<file path="src/rtl/serial_subtractor_pkg.sv">
// Shared types and constants for the bit-serial subtractor.
// Holds the FSM state encoding and the default operand width.
package serial_subtractor_pkg;

   localparam int unsigned DEF_WIDTH = 8;

   typedef enum logic [1:0] {
      IDLE = 2'd0,
      BUSY = 2'd1,
      DONE = 2'd2
   } state_e;

endpackage

</file>
<file path="src/rtl/serial_subtractor_full_subtractor.sv">
// One-bit full subtractor: d = a - b - bi, with borrow-out bo.
// Purely combinational; the serial datapath keeps all state.
module full_subtractor (
   input  logic a,
   input  logic b,
   input  logic bi,
   output logic d,
   output logic bo
);

   assign d  = a ^ b ^ bi;
   assign bo = (~a & b) | (~(a ^ b) & bi);

endmodule

</file>
<file path="src/rtl/serial_subtractor.sv">
// Bit-serial subtractor, LSB first, one bit per clock.
// Valid/ready on both sides; result holds in DONE until taken.
module serial_subtractor
   import serial_subtractor_pkg::*;
#(
   parameter int WIDTH = DEF_WIDTH
) (
   input  logic             clk,
   input  logic             rst_n,
   input  logic             in_valid,
   output logic             in_ready,
   input  logic [WIDTH-1:0] a,
   input  logic [WIDTH-1:0] b,
   input  logic             bin,
   output logic             out_valid,
   input  logic             out_ready,
   output logic [WIDTH-1:0] diff,
   output logic             bout,
   output logic             ovf
);

   localparam int CW = $clog2(WIDTH) + 1;
   localparam logic [CW-1:0] LAST = CW'(WIDTH - 1);

   state_e state_q, state_d;

   logic [CW-1:0]    cnt_q;
   logic [WIDTH-1:0] a_q, b_q, diff_q;
   logic             br_q, bout_q, ovf_q;
   logic             d_bit, bo_bit;
   logic             capture, step, last;

   full_subtractor u_fs (
      .a  (a_q[0]),
      .b  (b_q[0]),
      .bi (br_q),
      .d  (d_bit),
      .bo (bo_bit)
   );

   assign last = (cnt_q == LAST);

   always_ff @(posedge clk or negedge rst_n) begin
      if (!rst_n) state_q <= IDLE;
      else        state_q <= state_d;
   end

   always_comb begin
      state_d   = state_q;
      in_ready  = 1'b0;
      out_valid = 1'b0;
      capture   = 1'b0;
      step      = 1'b0;
      unique case (state_q)
         IDLE: begin
            in_ready = 1'b1;
            if (in_valid) begin
               capture = 1'b1;
               state_d = BUSY;
            end
         end
         BUSY: begin
            step = 1'b1;
            if (last) state_d = DONE;
         end
         DONE: begin
            out_valid = 1'b1;
            if (out_ready) state_d = IDLE;
         end
         default: state_d = IDLE;
      endcase
   end

   // Operands shift right so bit 0 always feeds the full subtractor
   always_ff @(posedge clk or negedge rst_n) begin
      if (!rst_n) begin
         cnt_q  <= '0;
         a_q    <= '0;
         b_q    <= '0;
         br_q   <= 1'b0;
         diff_q <= '0;
         bout_q <= 1'b0;
         ovf_q  <= 1'b0;
      end else if (capture) begin
         cnt_q <= '0;
         a_q   <= a;
         b_q   <= b;
         br_q  <= bin;
      end else if (step) begin
         cnt_q  <= cnt_q + CW'(1);
         a_q    <= a_q >> 1;
         b_q    <= b_q >> 1;
         br_q   <= bo_bit;
         diff_q <= {d_bit, diff_q[WIDTH-1:1]};
         if (last) begin
            bout_q <= bo_bit;
            ovf_q  <= br_q ^ bo_bit;
         end
      end
   end

   assign diff = diff_q;
   assign bout = bout_q;
   assign ovf  = ovf_q;

endmodule

</file>
<file path="config.mk">
export PLATFORM = sky130hd
export DESIGN_NAME = serial_subtractor
export DESIGN_NICKNAME = d
export VERILOG_FILES = /design/src/rtl/serial_subtractor_pkg.sv /design/src/rtl/serial_subtractor_full_subtractor.sv /design/src/rtl/serial_subtractor.sv
export SDC_FILE = /design/constraint.sdc
export NUM_CORES = 1
export LEC_CHECK = 0
export BUFFER_PORTS_ARGS = -buffer_cell sky130_fd_sc_hd__buf_4
export CORE_ASPECT_RATIO = 0.5
export CORE_MARGIN = 10
export CORE_UTILIZATION = 30
export CTS_CLUSTER_SIZE = 30
export DETAILED_ROUTE_END_ITERATION = 16
export PLACE_DENSITY_LB_ADDON = 0.2
export SLEW_MARGIN = 5
export SYNTH_ARGS = -nofsm -noshare
export SYNTH_HDL_FRONTEND = slang
export SYNTH_SLANG_ARGS = --single-unit
</file>
<file path="constraint.sdc">
create_clock -name clk -period 1.5 [get_ports clk]
set_input_delay 0.3 -clock clk [delete_from_list [all_inputs] [get_ports clk]]
set_output_delay 0.3 -clock clk [all_outputs]
set_load 0.01 [all_outputs]
</file>
==> flow_summary.rst, run 1 <==
.. list-table::
   :header-rows: 1

   * - Metric
     - Value
   * - Run status
     - complete, no violations
   * - Critical path endpoint category
     - flop
   * - Main combinational cell family by area after synthesis
     - simple AND/OR/NAND/NOR gates
   * - Global-route wire length before repair
     - 5547 µm
   * - Slew Limit Fails
     - 0
   * - Overall routing resource usage
     - 0.08299
   * - Clock buffers created by TritonCTS
     - 5
   * - Ordered list of cells on the worst path
     - inv_1 > fa_1 > xnor2_1 > mux2_4
   * - Slowest library cell on the worst path
     - sky130_fd_sc_hd__fa_1
   * - Worst clock skew
     - 1.594 ps
   * - Class of the tightest hold or removal check
     - in -> reg
   * - Number of iterations in the first detailed-routing pass
     - 4
   * - Pwr dens
     - 1936 mW/mm²
   * - Post-synthesis share of cell area spent on and, or, nand and nor gates
     - 0.2062
   * - Drt wl/cell
     - 12.72 µm
   * - Width of the die
     - 118.3 µm
   * - Critical path capture point
     - ovf
   * - Post-CTS Hold Fix Bufs
     - 1
   * - EDFF count, synth
     - 0
   * - Area share of the largest cell type after synthesis
     - 0.5695
   * - Worst-margin pin slew
     - 419.2 ps
   * - TritonCTS sink count
     - 33
   * - Area enclosed by the die boundary
     - 0.008183 mm²
   * - Async set or reset register ratio after synthesis
     - 1.000
   * - Register clock-pin slew on the reported worst setup and hold paths
     - 70 ps
   * - Setup Crit Path Kind
     - reg -> reg
   * - Critical Path Source
     - b_q[0]
   * - Number of global-route vias before repair
     - 1,149
   * - Clock root cell
     - sky130_fd_sc_hd__clkbuf_8
   * - Final number of hold-violating endpoints
     - 0
   * - Mean cell area of the mapped netlist
     - 9.865 µm²
   * - Number of antenna violations at the first check in global routing
     - 0
   * - Number of vias after detailed routing
     - 1,085
   * - Post-synthesis compound-gate area fraction
     - 0.1277
   * - Leakage power
     - 0.0009868 µW
   * - Cell types with the highest counts after synthesis
     - sky130_fd_sc_hd__nand2_1 (60), sky130_fd_sc_hd__dfrtp_1 (33), sky130_fd_sc_hd__a22oi_1 (14)
   * - CP peak stage delay
     - 480 ps
   * - Post-synthesis share of cell area spent on xor and xnor gates
     - 0.006040
   * - Residual DRC
     - 0
   * - Yosys top cell by area
     - sky130_fd_sc_hd__dfrtp_1
   * - Clk_lat worst skew
     - 280 ps
   * - Reg2Reg Capture Point
     - ovf
   * - Post-synthesis sequential area ratio
     - 0.5695
   * - Total overflow reported by the global router
     - 0
   * - Detailed-route vias per instance
     - 4.272
   * - Tightest slew margin relative to the limit
     - 0.7206
   * - Adder-cell share of the synthesized area
     - 0.02243
   * - Largest net degree at the start of global routing
     - 34
   * - Number of port buffers
     - 32
   * - Share of post-route cells with drive strength above 1
     - 0.2766
   * - Fraction of the cycle the final worst path needs
     - 0.9526
   * - Post-synthesis mux area share
     - 0.01726
   * - Post-route setup TNS
     - 0 ps
   * - Antenna cell count
     - 0
   * - Starting density of the core
     - 0.3201
   * - Design area
     - 0.001871 mm²
   * - Netlist area before placement
     - 0.001450 mm²
   * - Count of boundary I/O pins
     - 33
   * - Kind of cell adding the most delay to the critical path
     - adder cells
   * - Startpoint of the most critical register-to-register path
     - b_q[0]
   * - DP Cell Count
     - 245
   * - Depth of the critical timing path with buffers and inverters included
     - 4
   * - Register-to-register path setup slack
     - 70 ps
   * - Number of placement rows
     - 17
   * - Total routed wirelength
     - 3230 µm
   * - CTS tree
     - yes
   * - Worst hold path startpoint
     - out_ready
   * - Total core area
     - 0.004531 mm²
   * - Vertical die dimension
     - 69.16 µm
   * - Drt first-iter violations
     - 71
   * - Top_reg_cell synth
     - sky130_fd_sc_hd__dfrtp_1
   * - Unique cell type count in the Yosys netlist
     - 28
   * - Number of H-tree branching levels
     - 2
   * - Final critical path time including I/O delays and setup
     - 1429 ps
   * - Library cell with the highest instance count after synthesis
     - sky130_fd_sc_hd__nand2_1
   * - Final net count
     - 210
   * - Max Clock Freq
     - 0.6998 GHz
   * - Bufs on Longest Clock Path
     - 2
   * - CP max FO
     - 3
   * - Top post-synthesis cells by area
     - sky130_fd_sc_hd__dfrtp_1 (57%), sky130_fd_sc_hd__nand2_1 (16%), sky130_fd_sc_hd__a22oi_1 (7.2%), sky130_fd_sc_hd__o21ai_0 (1.7%), sky130_fd_sc_hd__buf_6 (1.6%)
   * - Seq cells post-synth
     - 33
   * - Layout-stage area growth over the synthesis result
     - 28.99%
   * - Placed Instance Area
     - 0.001778 mm²
   * - Max Cap Viol
     - 0
   * - Last weighted congestion value of the routability-driven placer
     - 0.7424
   * - Final instance count without filler cells
     - 254
   * - Buf+Inv Stages, Crit Path
     - 1
   * - Total number of yosys warnings
     - 0
   * - Post-CTS setup buffer count
     - 0
   * - Nets in the synthesized netlist
     - 170
   * - Gate Count Post-Synth
     - 147
   * - Worst reg-to-reg path cell count
     - 4
   * - Endpoint required time on the critical path
     - 1670 ps
   * - Final Setup Violations
     - 0
   * - Worst EP arrival
     - 1600 ps
   * - Detailed placer's ending HPWL
     - 2416 µm
   * - Type of origin of the critical path
     - flop
   * - CTS-repair resized insts
     - 0
   * - RSZ-0062 raised after global routing
     - no
   * - Maximum vdd drop
     - 0.5006 mV
   * - Count of nets left with antenna violations after detail routing
     - 0
-- power breakdown --
group | internal, µW | switching (µW) | leakage [µW]
Clock | 321 | 317 | 0.0000450
Combinational | 708 | 775 | 0.000520
Sequential | 1260 | 243 | 0.000422
-- registers in the layout (all words and copies together), names as in the netlist --
register / flops
a_q: 8
state_q: 2
ovf: 1
bout: 1
br_q: 1
cnt_q: 4
diff: 8
b_q: 8
-- per-stage QoR --
step	hold slack, ps	setup WS, ps	total power (µW)	util
3_5_place_dp	270.9	68.00	3038	0.3924
2_1_floorplan	4.409	157.0	2479	-
5_1_grt	190.8	9.669	3967	0.4129
6_report	205.3	71.04	3622	0.4129
4_1_cts	197.4	57.49	3691	0.4129
3_3_place_gp	272.3	130.0	3002	0.3924
-- cell families after synthesis --
kind of cell | count (synthesis)
flip-flops | 33
XOR/XNOR | 1
multiplexers | 2
AO/OA/AOI/OAI | 26
AND/OR/NAND/NOR | 70
buffers and inverters | 13
adder cells (fa/ha/maj) | 2
-- cell usage in the layout, fill, tap and decap left out, drive strengths merged --
cell / count
a21o: 1
a21oi: 1
a221o: 1
a22oi: 14
and3b: 1
buf: 40
clkbuf: 6
clkinv: 2
dfrtp: 33
dlygate4sd3: 1
fa: 1
ha: 1
inv: 5
mux2: 1
mux2i: 1
nand2: 61
nand2b: 2
nand3: 1
nor2: 2
nor2b: 1
nor3b: 2
o21ai: 5
o21bai: 3
o22ai: 1
xnor2: 1
-- worst min path at each step --
| stage | end | cells past startpoint |
|---|---|---|
| after floorplan | a_q[0] | 0 |
| after global placement | a_q[4] | 1 |
| after detailed placement | a_q[4] | 1 |
| after CTS | state_q[1] | 2 |
| after global routing | state_q[1] | 2 |
| final | state_q[1] | 2 |
-- layout make-up --
cell class	instances	area (µm²)
fill	474	2660
sequential	33	825.8
multi-input combinational	101	550.5
timing repair buffer	41	310.3
tap	66	82.58
clock buffer	6	72.57
inverter	5	18.77
clock inverter	2	10.01
-- layer usage --
| layer | vias up | global-route usage | part of all wire |
|---|---|---|---|
| met5 | - | 0 | 0 |
| met4 | 0 | 0.03235 | 0.013 |
| met3 | 2 | 0.04291 | 0.068 |
| met2 | 18 | 0.1191 | 0.43 |
| met1 | 507 | 0.1025 | 0.49 |
| li1 | 558 | - | - |
No activity file was read; power rests on OpenSTA's default activity.
==> run 2: changes to the inputs <==
--- a/config.mk
+++ b/config.mk
@@ -5,13 +5,14 @@
 export SDC_FILE = /design/constraint.sdc
 export NUM_CORES = 1
 export LEC_CHECK = 0
-export BUFFER_PORTS_ARGS = -buffer_cell sky130_fd_sc_hd__buf_4
 export CORE_ASPECT_RATIO = 0.5
 export CORE_MARGIN = 10
 export CORE_UTILIZATION = 30
 export CTS_CLUSTER_SIZE = 30
 export DETAILED_ROUTE_END_ITERATION = 16
+export DONT_BUFFER_PORTS = 1
 export PLACE_DENSITY_LB_ADDON = 0.2
+export SETUP_SLACK_MARGIN = 0.1
 export SLEW_MARGIN = 5
 export SYNTH_ARGS = -nofsm -noshare
 export SYNTH_HDL_FRONTEND = slang
==> run 2 against run 1 <==
  * Setup slack better by 82 ps
  * Utilization down 4.9 points
  * Non-clock buffer count down 32
  * Critical path depth unchanged
  * Design area down 12%
  * Fmax up 6.1%
  * Register-to-register slack better by 80 ps
  * Combinational power down 20%
  * Critical endpoint unchanged
  * Largest cell class unchanged
==> flow_summary.rst, run 2 (synthesis results as in run 1) <==
.. list-table::
   :header-rows: 1

   * - Metric
     - Value
   * - Run status
     - complete, no violations
   * - Clk_lat worst skew
     - 270 ps (about the same)
   * - Design area
     - 0.001649 mm² (-12%)
   * - CP max FO
     - 4 (+1)
   * - Number of antenna violations at the first check in global routing
     - 0 (unchanged)
   * - Maximum vdd drop
     - 0.5128 mV (+2.5%)
   * - Area used by sequential logic in the layout
     - 825.8 µm² (unchanged)
   * - Commonest cells after routing, fill and taps aside
     - sky130_fd_sc_hd__nand2_1 (60), sky130_fd_sc_hd__dfrtp_1 (33), sky130_fd_sc_hd__a22oi_1 (14)
   * - Vertical die dimension
     - 69.16 µm (unchanged)
   * - Number of H-tree branching levels
     - 2 (unchanged)
   * - Worst clock skew
     - 5.100 ps (+3.506 ps)
   * - Endpoint required time on the critical path
     - 1660 ps (about the same)
   * - Clock buffers created by TritonCTS
     - 5 (unchanged)
   * - Destination of the worst hold path
     - state_q[1]
   * - Number of placement rows
     - 17 (unchanged)
   * - Slew Limit Fails
     - 0 (unchanged)
   * - Final critical path time including I/O delays and setup
     - 1347 ps (-82.12 ps)
   * - Count of nets left with antenna violations after detail routing
     - 0 (unchanged)
   * - Width of the die
     - 118.3 µm (unchanged)
   * - Final Setup Violations
     - 0 (unchanged)
   * - Residual DRC
     - 0 (unchanged)
   * - Last weighted congestion value of the routability-driven placer
     - 0.6796 (-8.5%)
   * - Drt wl/cell
     - 14.23 µm (+12%)
   * - Setup Crit Path Kind
     - reg -> reg
   * - Max Cap Viol
     - 0 (unchanged)
   * - Post-CTS setup buffer count
     - 0 (unchanged)
   * - Final number of hold-violating endpoints
     - 0 (unchanged)
   * - Antenna cell count
     - 0 (unchanged)
   * - Class of the tightest hold or removal check
     - in -> reg
   * - Clock root cell
     - sky130_fd_sc_hd__clkbuf_8
   * - Max Clock Freq
     - 0.7425 GHz (+6.1%)
   * - Commonest non-fill, non-tap cell in the layout
     - sky130_fd_sc_hd__nand2_1
   * - Pwr dens
     - 2073 mW/mm² (+7.1%)
   * - Post-route setup TNS
     - 0 ps (unchanged)
   * - Critical Path Source
     - cnt_q[0]
   * - TritonCTS sink count
     - 33 (unchanged)
   * - RSZ-0062 raised after global routing
     - no
   * - Leakage power
     - 0.0008324 µW (-16%)
   * - Placed Instance Area
     - 0.001530 mm² (-14%)
   * - Critical path endpoint category
     - flop
   * - Worst hold path startpoint
     - out_ready
   * - Tightest slew margin relative to the limit
     - 0.7850 (+0.06444)
   * - Detailed-route vias per instance
     - 4.525 (+5.9%)
   * - Detailed placer's ending HPWL
     - 2316 µm (-4.2%)
   * - Worst reg-to-reg path cell count
     - 4 (unchanged)
   * - Area of the multi-input gates
     - 553.0 µm² (+0.45%)
   * - Total routed wirelength
     - 3145 µm (-2.6%)
   * - Starting density of the core
     - 0.3201 (unchanged)
   * - Largest net degree at the start of global routing
     - 34 (unchanged)
   * - Count of boundary I/O pins
     - 33 (unchanged)
   * - Register-to-register path setup slack
     - 150 ps (+80 ps)
   * - Number of vias after detailed routing
     - 1,000 (-7.8%)
   * - Number of port buffers
     - 0 (-100%)
   * - Share of post-route cells with drive strength above 1
     - 0.1290 (-0.1476)
   * - Final total power
     - 3418 µW (-5.6%)
   * - Number of global-route vias before repair
     - 1,012 (-12%)
   * - Layout-stage area growth over the synthesis result
     - 13.72%
   * - Final net count
     - 178 (-15%)
   * - Drt first-iter violations
     - 44 (-38%)
   * - Worst-margin pin slew
     - 322.5 ps (-96.67 ps)
   * - Reg2Reg Capture Point
     - ovf
   * - Total core area
     - 0.004531 mm² (unchanged)
   * - Total overflow reported by the global router
     - 0 (unchanged)
   * - Worst EP arrival
     - 1510 ps (-90 ps)
   * - Setup slack of the critical path after layout
     - 153.2 ps (+82.12 ps)
   * - Area enclosed by the die boundary
     - 0.008183 mm² (unchanged)
   * - Fraction of the cycle the final worst path needs
     - 0.8979 (-0.05475)
   * - Type of origin of the critical path
     - flop
   * - Global-route wire length before repair
     - 5299 µm (-4.5%)
   * - Register clock-pin slew on the reported worst setup and hold paths
     - 60 ps (about the same)
   * - Bufs on Longest Clock Path
     - 2 (unchanged)
   * - Count of fill cells added during filler insertion
     - 468 (-1.3%)
   * - Startpoint of the most critical register-to-register path
     - cnt_q[0]
   * - Worst hold path stage count
     - 1 (-1)
   * - Overall routing resource usage
     - 0.07995 (-0.003041)
   * - Worst setup slack before clock tree synthesis
     - 94.40 ps (+26.40 ps)
   * - CTS tree
     - yes
   * - Number of iterations in the first detailed-routing pass
     - 2 (-2)
## run 2: cell count changes in the layout (fill, tap and decap cells not counted)
cell	before	now
sky130_fd_sc_hd__buf_12	0	1
sky130_fd_sc_hd__buf_4	40	7
sky130_fd_sc_hd__clkbuf_8	5	6
sky130_fd_sc_hd__clkinv_2	2	0
sky130_fd_sc_hd__fa_1	1	0
sky130_fd_sc_hd__fa_2	0	1
## run 2: repair_timing
action                     CTS  global route
hold buffers                 2             0
resized for setup            1             0
hold endpoints to repair    33             0
setup endpoints to repair    1             0
## run 2: layer usage
metal / up-vias / track usage / part of all wire
li1: 495 / - / -
met1: 478 / 0.08880 / 0.43
met2: 22 / 0.1191 / 0.44
met3: 5 / 0.04939 / 0.11
met4: 0 / 0.03639 / 0.013
met5: - / 0 / 0
## run 2: how the worst max path moves through the flow
stage	slack, ps	endpoint	depth (start not counted)
2_1_floorplan	160	ovf	4
3_3_place_gp	130	ovf	4
3_5_place_dp	90	ovf	4
4_1_cts	150	ovf	4
5_1_grt	100	ovf	4
6_report	150	ovf	4
## run 2: final cells by class
type / count / area share
Clock buffer: 7 / 0.05235
Inverter: 5 / 0.01138
Multi-Input combinational cell: 101 / 0.3354
Sequential cell: 33 / 0.5008
Tap cell: 66 / 0.05008
Timing Repair Buffer: 9 / 0.05008
## run 2: per-stage QoR
step	hold slack, ps	std cells	util
floorplan	4.409	147	-
global placement	5.406	212	0.3378
detailed placement	5.222	212	0.3378
CTS	127.2	221	0.3640
global route	138.2	221	0.3640
finish	131.5	221	0.3640
## run 2: report_power, final
part,switching [µW],total [µW],internal [µW]
combinational,659,1180,524
sequential,326,1580,1260
clock,290,653,364
## run 2: critical path, cell delays in order, from the launching register on
cell and delay [ps]:
sky130_fd_sc_hd__dfrtp_1 400, sky130_fd_sc_hd__ha_1 230, sky130_fd_sc_hd__and3b_1 220, sky130_fd_sc_hd__nand2_4 90, sky130_fd_sc_hd__mux2_4 290
